===== src/rtl/ctrl_pipe.sv =====
// ctrl_pipe: control-word pipeline with per-stage hold/kill and bubble insertion at stall boundaries.
// Define CTRL_PIPE_DS_EN to add branch delay-slot tracking (ds_pending, per-stage ds, out_ds).

module ctrl_pipe_stage #(
    parameter int DW = 1
) (
    input  logic          clk,
    input  logic          rst,
    input  logic          flush,
    input  logic          hold,
    input  logic          bubble,
    input  logic [DW-1:0] d,
    output logic [DW-1:0] q
);
    // Kill beats hold; a bubble is loaded only when this stage actually advances.
    always_ff @(posedge clk or negedge rst) begin
        if (!rst)       q <= '0;
        else if (flush) q <= '0;
        else if (!hold) q <= bubble ? '0 : d;
    end
endmodule

module ctrl_pipe #(
    parameter int W      = 19,
    parameter int STAGES = 3
) (
    input  logic                  clk,
    input  logic                  rst,
    input  logic                  in_valid,
    input  logic [W-1:0]          in_ctrl,
    input  logic                  in_branch,
    input  logic                  if_stall,
    input  logic [STAGES-1:0]     stall,
    input  logic [STAGES-1:0]     flush,
    output logic [STAGES*W-1:0]   out_ctrl,
    output logic [STAGES-1:0]     out_valid,
    output logic [STAGES-1:0]     out_ds,
    output logic                  busy
);
    typedef struct packed {
`ifdef CTRL_PIPE_DS_EN
        logic         ds;
`endif
        logic         valid;
        logic [W-1:0] ctrl;
    } stage_t;

    localparam int DW = $bits(stage_t);

    stage_t [STAGES-1:0] st;
    stage_t              head;
    logic   [STAGES-1:0] hold;

`ifdef CTRL_PIPE_DS_EN
    logic ds_pending;

    // Remembers that the previous decoded instruction was a branch; flush does not touch it.
    always_ff @(posedge clk or negedge rst) begin
        if (!rst)           ds_pending <= 1'b0;
        else if (!if_stall) ds_pending <= in_branch & in_valid;
    end

    assign head = '{ds: ds_pending, valid: in_valid, ctrl: in_ctrl};
`else
    logic unused_ds_inputs;
    assign unused_ds_inputs = in_branch | if_stall;
    assign head = '{valid: in_valid, ctrl: in_ctrl};
`endif

    for (genvar k = 0; k < STAGES; k++) begin : g_stage
        // Any stall at or below this stage freezes it.
        assign hold[k] = |stall[STAGES-1:k];

        if (k == 0) begin : g_head
            ctrl_pipe_stage #(.DW(DW)) u_stage (
                .clk    (clk),
                .rst    (rst),
                .flush  (flush[k]),
                .hold   (hold[k]),
                .bubble (1'b0),
                .d      (head),
                .q      (st[k])
            );
        end else begin : g_body
            ctrl_pipe_stage #(.DW(DW)) u_stage (
                .clk    (clk),
                .rst    (rst),
                .flush  (flush[k]),
                .hold   (hold[k]),
                .bubble (hold[k-1]),
                .d      (st[k-1]),
                .q      (st[k])
            );
        end

        assign out_ctrl[k*W +: W] = st[k].ctrl;
        assign out_valid[k]       = st[k].valid;
`ifdef CTRL_PIPE_DS_EN
        assign out_ds[k]          = st[k].ds;
`else
        assign out_ds[k]          = 1'b0;
`endif
    end

    assign busy = |out_valid;
endmodule


===== config.mk =====
export PLATFORM = sky130hd
export DESIGN_NAME = ctrl_pipe
export DESIGN_NICKNAME = d
export VERILOG_FILES = /design/src/rtl/ctrl_pipe.sv
export SDC_FILE = /design/constraint.sdc
export NUM_CORES = 1
export LEC_CHECK = 0
export BUFFER_PORTS_ARGS = -buffer_cell sky130_fd_sc_hd__buf_2
export CORE_AREA = 2 2 94 96
export CTS_CLUSTER_DIAMETER = 50
export DETAILED_ROUTE_END_ITERATION = 10
export DIE_AREA = 0 0 96 98
export PLACE_DENSITY = 0.65
export SETUP_SLACK_MARGIN = 0.02
export SLEW_MARGIN = 0
export SYNTH_ARGS = -nofsm -noshare
export SYNTH_HDL_FRONTEND = slang
export SYNTH_SLANG_ARGS = --single-unit

===== constraint.sdc =====
create_clock -name clk -period 1.9 [get_ports clk]
set_clock_uncertainty 0.15 [all_clocks]
set_input_delay 0.095 -clock clk [delete_from_list [all_inputs] [get_ports clk]]
set_output_delay 0.095 -clock clk [all_outputs]
set_load 0.02 [all_outputs]

==> After elaboration in Yosys (flattened, before gate mapping) <==
Index checks and enable logic that the tools add are counted.
{ "totals": {"ff_bits": 60, "input_bits": 30, "out_inout_bits": 64, "wordCells": 17} }
{ "classes": {"eq_ne": 3, "mux": 8, "n_reduce_logical": 3} }
{ "ops": {"columns": ["cell", "n"], "rows": [
  ["$mux 20", 8],
  ["$reduce_or 3->1", 2],
  ["$ne 2x2->1 const B", 2],
  ["$ne 2x1->1 const B", 1],
  ["$reduce_or 2->1", 1]
]} }

==> Logic depth before layout (Yosys ltp) <==
{ "logic_depth": {"word_depth": 4, "mapped_depth": 5, "mapped_depth_nobuf": 2} }

==> Modules after synthesis <==
From an unflattened synthesis, not the netlist that was laid out.
{ "hier_totals": {"cells_unflattened": 154, "area_unflattened_um2": 2443.6} }
{ "by_module_without_submodules": {"columns": ["module", "n_inst", "cells_per_inst", "area_each_um2", "seq_area_each_um2"], "rows": [
  ["ctrl_pipe_stage", 3, 49, 799.5, 500.5],
  ["ctrl_pipe", 1, 7, 45.0, 0.0]
]} }

==> Worst setup path after synthesis <==
OpenSTA, ideal clock, no wires.
{ "synth_path": {"path_kind": "register -> register", "from": "register g_stage[0].g_head.u_stage.q[19]", "to": "register g_stage[1].g_body.u_stage.q[19]", "setup_time_ns": 0.078, "arrival_ns": 1.026, "required_time_ns": 1.672, "path_slack_ns": 0.646, "path_stages_with_launch": 3, "path_buffers": 0, "synth_period_minus_slack_ns": 1.254, "cell_sequence": "dfrtp_1 > or4b_1 > a21oi_1"} }
{ "synth_via": {"elab_chain_cells": 3} }
{ "synth_lines": {"columns": ["item", "line_no", "source"], "rows": [
  ["start: declaration", "13", "output logic [DW-1:0] q"],
  ["start signal: assignment", "19", "else if (!hold) q <= bubble ? '0 : d;"],
  ["$mux 20 (2 in a row)", "19", null],
  ["$mux 20", "18", "else if (flush) q <= '0;"],
  ["end signal: assignment", "19", null],
  ["end: declaration", "13", null]
]} }
Every way passes these cells. The select of a mux whose other input is x is not followed.
A chain may end at the register's enable or synchronous reset.

==> Final worst setup path <==
{ "layout_path": {"from": "register g_stage[0].g_head.u_stage.q[19]", "to": "output busy"} }
{ "layout_via": {"elab_chain_cells": 1} }
{ "layout_lines": {"columns": ["item", "line_no", "source"], "rows": [
  ["$reduce_or 3->1", "105", "assign busy = |out_valid;"],
  ["end: declaration", "38", "output logic busy"]
]} }
Every way passes these cells.

==> results by stage <==
Clock tree:
- The clock transition at the registers of the reported paths is ~70 ps.
- TritonCTS built the clock tree.
- Gates resized during post-CTS repair numbered 0.
- The number of buffers created by CTS is 9.
- The deepest level of the CTS H-tree is 3.
- In this run the clock root is driven by a clkbuf_8.
- The clock passes through at most 2 buffers.
- Clock latency on the worst-skew pair, taken at its later pin, is roughly 330 ps.
- Counting every sink on the clock net gives 60.

Worst setup path:
- The data arrival time of the critical path is 1320 ps.
- The critical path capture point type is an output port.
- The sort of element at the start of the critical path is a flip-flop.
- The worst path required time is 1650 ps.
- The largest fanout on the critical path is 4.
- The critical path is of the flip-flop to output port type.

Global route:
- The number of antenna violations at the first check in global routing is 0.
- For this run the aggregate overflow at the end of global routing stands at 0.
- The global-route wire length before repair is approximately 11000 µm.
- The number of global-route vias before repair is 2220.
- The largest net degree at the start of global routing is about 120.
- In the global route stage, overall resource usage came out at 0.1544.

Finish:
- Summing all multi-input logic gate instances after layout gives 1219 µm².
- The non-filler instance count after layout is 480.
- Compared with the post-synthesis result, the final layout area differs by 28.72%.
- The register area is 1501 µm².
- The total of fill cells in the finished design is 816.
- At the end of the flow the core is filled with cells to 0.4438.
- The fraction of layout cells with a size suffix above 1 is 0.2876.
- The antenna diode instance count is 0.
- The net count of the finished layout is 397.

Route:
- The remaining design rule violation count is 0.
- Dividing the detail-routed wire length by the instance count gives 15.22 µm.
- Once detail routing completed, the nets flagged for antenna violations numbered 0.
- The via count normalized by instance count is 5.108.
- Before antenna repair, the detailed router went through 4 iterations.
- After detailed routing, the total wire length is 7304 µm.
- The via total after detailed routing is between 2000 and 2500.
- The starting DRC count in detailed routing is 152.

STA:
- The number of pins with negative max-slew slack in the final report was 0.
- Headroom to the max-slew limit came out at 0.3476.
- The count of endpoints failing setup in the final report is 0.
- The achievable clock frequency is 639.6 MHz.
- At the pin with the least slew margin, the transition time is 978.7 ps.
- In the finished design, the share of the clock period the worst path needs comes to 0.8228.
- The number of hold-slack violations in the final timing report is 0.
- The minimum setup slack in the final design is 336.6 ps.
- In the final timing run, aggregate negative setup slack is 0 ps.
- Counting I/O delays and the setup requirement, the final critical path takes 1563 ps.
- Setup repair after global routing left no endpoint under its margin.

Logic synthesis:
- The number of instances in the synthesized netlist is 281.
- The count of different cell masters after synthesis is 14.
- The register area share after synthesis is 0.5144.
- The warning count from the yosys run is 0.
- The synthesized area per cell is between 10 and 15 µm².
- After synthesis the cells add up to 2919 µm².
- Counting flops and latches in the post-synthesis netlist gives 60.

Job:
- The number of max-capacitance violations reported is 0.

Placed design:
- The number of buffers inserted by port buffering is 88.
- After detailed placement, the design holds a cell count of 443.
- Prior to clock tree synthesis, the placed netlist has a worst setup slack of approximately 360 ps.
- The half-perimeter wire length of the detailed placement result is around 4500 µm.
- Routability-driven placement finished with a final weighted congestion of around 0.74.

Pwr:
- Power spread over the standard cell area amounts to 728.1 nW/µm².
- The switching part of the total power is 0.2489.
- The overall power consumption is 2.736 mW.
- The cell-internal power is 2.055 mW.
- Of the total power, combinational logic draws 0.098.
- The analysis attributes to net switching a power of 0.6809 mW.
- The part of the total power dissipated in the clock network is 0.424.
- For this design the static power due to leakage is roughly 1.7 nW.
- Across the VDD grid, the largest voltage drop is 0.0002918 V.
- The portion of total power attributed to sequential cells is 0.478.

Floorplan:
- The die is 98 µm tall.
- The area of the core region is 8466 µm².
- 94 I/O pins were placed.
- In this run the horizontal extent of the chip is 96 µm.
- Row generation in the floorplan step produced 34 rows.
- The die footprint is 9408 µm².
- The initial core utilization is 0.3448.

Hold path:
- The class of the tightest hold or removal check is primary input to flip-flop.

Outcome:
- The run finished with clean final reports.
-- final cells by class --
class / count / share of cell area
Multi-Input combinational cell: 184 / 0.3243
Sequential cell: 60 / 0.3996
Clock buffer: 11 / 0.04029
Clock inverter: 5 / 0.01332
Tap cell: 108 / 0.03596
Timing Repair Buffer: 112 / 0.1865
-- per-layer routing --
metal	vias up	part of all wire	GRT usage
met4	0	0.0058	0.05604
met5	-	0	0
met2	83	0.42	0.2099
li1	1224	-	-
met3	4	0.058	0.03318
met1	1141	0.51	0.2385
-- power by group through the flow --
stage | Clock [mW] | Sequential, mW | Combinational, mW
after detailed placement | 0 | 1.33 | 0.238
final | 1.16 | 1.31 | 0.269
after floorplan | 0 | 1.35 | 0.134
after global routing | 1.24 | 1.31 | 0.296
after CTS | 1.19 | 1.31 | 0.271
after global placement | 0 | 1.33 | 0.233
-- flip-flops by register name, indices dropped and copies added, names as in the netlist --
name / count
g_stage.g_body.u_stage.q: 40
g_stage.g_head.u_stage.q: 20
-- cells by family (layout without fill, tap and decap cells) --
| family | count (synthesis) | in the layout | share of synthesized area |
|---|---|---|---|
| and+or+nand+nor | 81 | 81 | 0.2250 |
| buffers and inverters | 39 | 128 | 0.07072 |
| other | 1 | 3 | 0.001285 |
| DFF | 60 | 60 | 0.5144 |
| AOI/OAI and AO/OA | 100 | 100 | 0.1886 |
-- critical path, cell delays in order (launching register included) --
cell	delay, ps
dfrtp_1	450
or3_1	380
buf_2	160
-- what timing repair did --
item / CTS / global route
setup buffers: 0 / 0
setup endpoints to repair: 0 / 0
hold endpoints to repair: 68 / 0
hold buffers: 21 / 0
-- Yosys cell counts --
library cell / n / area share
a21oi_1: 60 / 0.10
buf_1: 1 / 0.0013
buf_2: 3 / 0.0051
buf_4: 3 / 0.0077
buf_6: 6 / 0.023
clkbuf_1: 26 / 0.033
conb_1: 1 / 0.0013
dfrtp_1: 60 / 0.51
nand2_1: 20 / 0.026
o21ai_0: 20 / 0.034
o31ai_1: 20 / 0.051
or3_1: 1 / 0.0021
or3b_1: 20 / 0.060
or4b_1: 40 / 0.14
-- final timing paths --
| path | startpoint | to | slack, ps | cells after the start |
|---|---|---|---|---|
| setup / recovery | g_stage[0].g_head.u_stage.q[19] | busy | 340 | 2 |
| max in group asynchronous | rst | g_stage[1].g_body.u_stage.q[4] | 870 | 3 |
| hold reg to reg | g_stage[2].g_body.u_stage.q[7] | g_stage[2].g_body.u_stage.q[7] | 370 | 2 |
| hold / removal | flush[2] | g_stage[2].g_body.u_stage.q[15] | 20 | 2 |
| setup reg to reg | g_stage[0].g_head.u_stage.q[19] | g_stage[1].g_body.u_stage.q[19] | 630 | 2 |
| min in group asynchronous | rst | g_stage[2].g_body.u_stage.q[1] | 140 | 2 |
-- cells in the final DEF, fill, tap and decap left out --
master and instances:
or4b_1 40, buf_2 87, nand2_1 20, o21ai_0 20, dfrtp_1 60, or3b_1 20
bufinv_16 1, dlygate4sd3_1 21, clkbuf_8 11, buf_4 2, o31ai_1 20, a21oi_1 60
conb_1 3, clkinv_2 4, or3_1 1, buf_12 2
-- per-stage QoR --
step           hold slack, ps  cell area, µm²
6_report                20.77            3757
5_1_grt                 27.05            3757
4_1_cts                 5.037            3757
3_5_place_dp           -42.92            3346
3_3_place_gp           -48.45            3346
2_1_floorplan          -350.6            2927
Power figures use the tool's default switching activity.
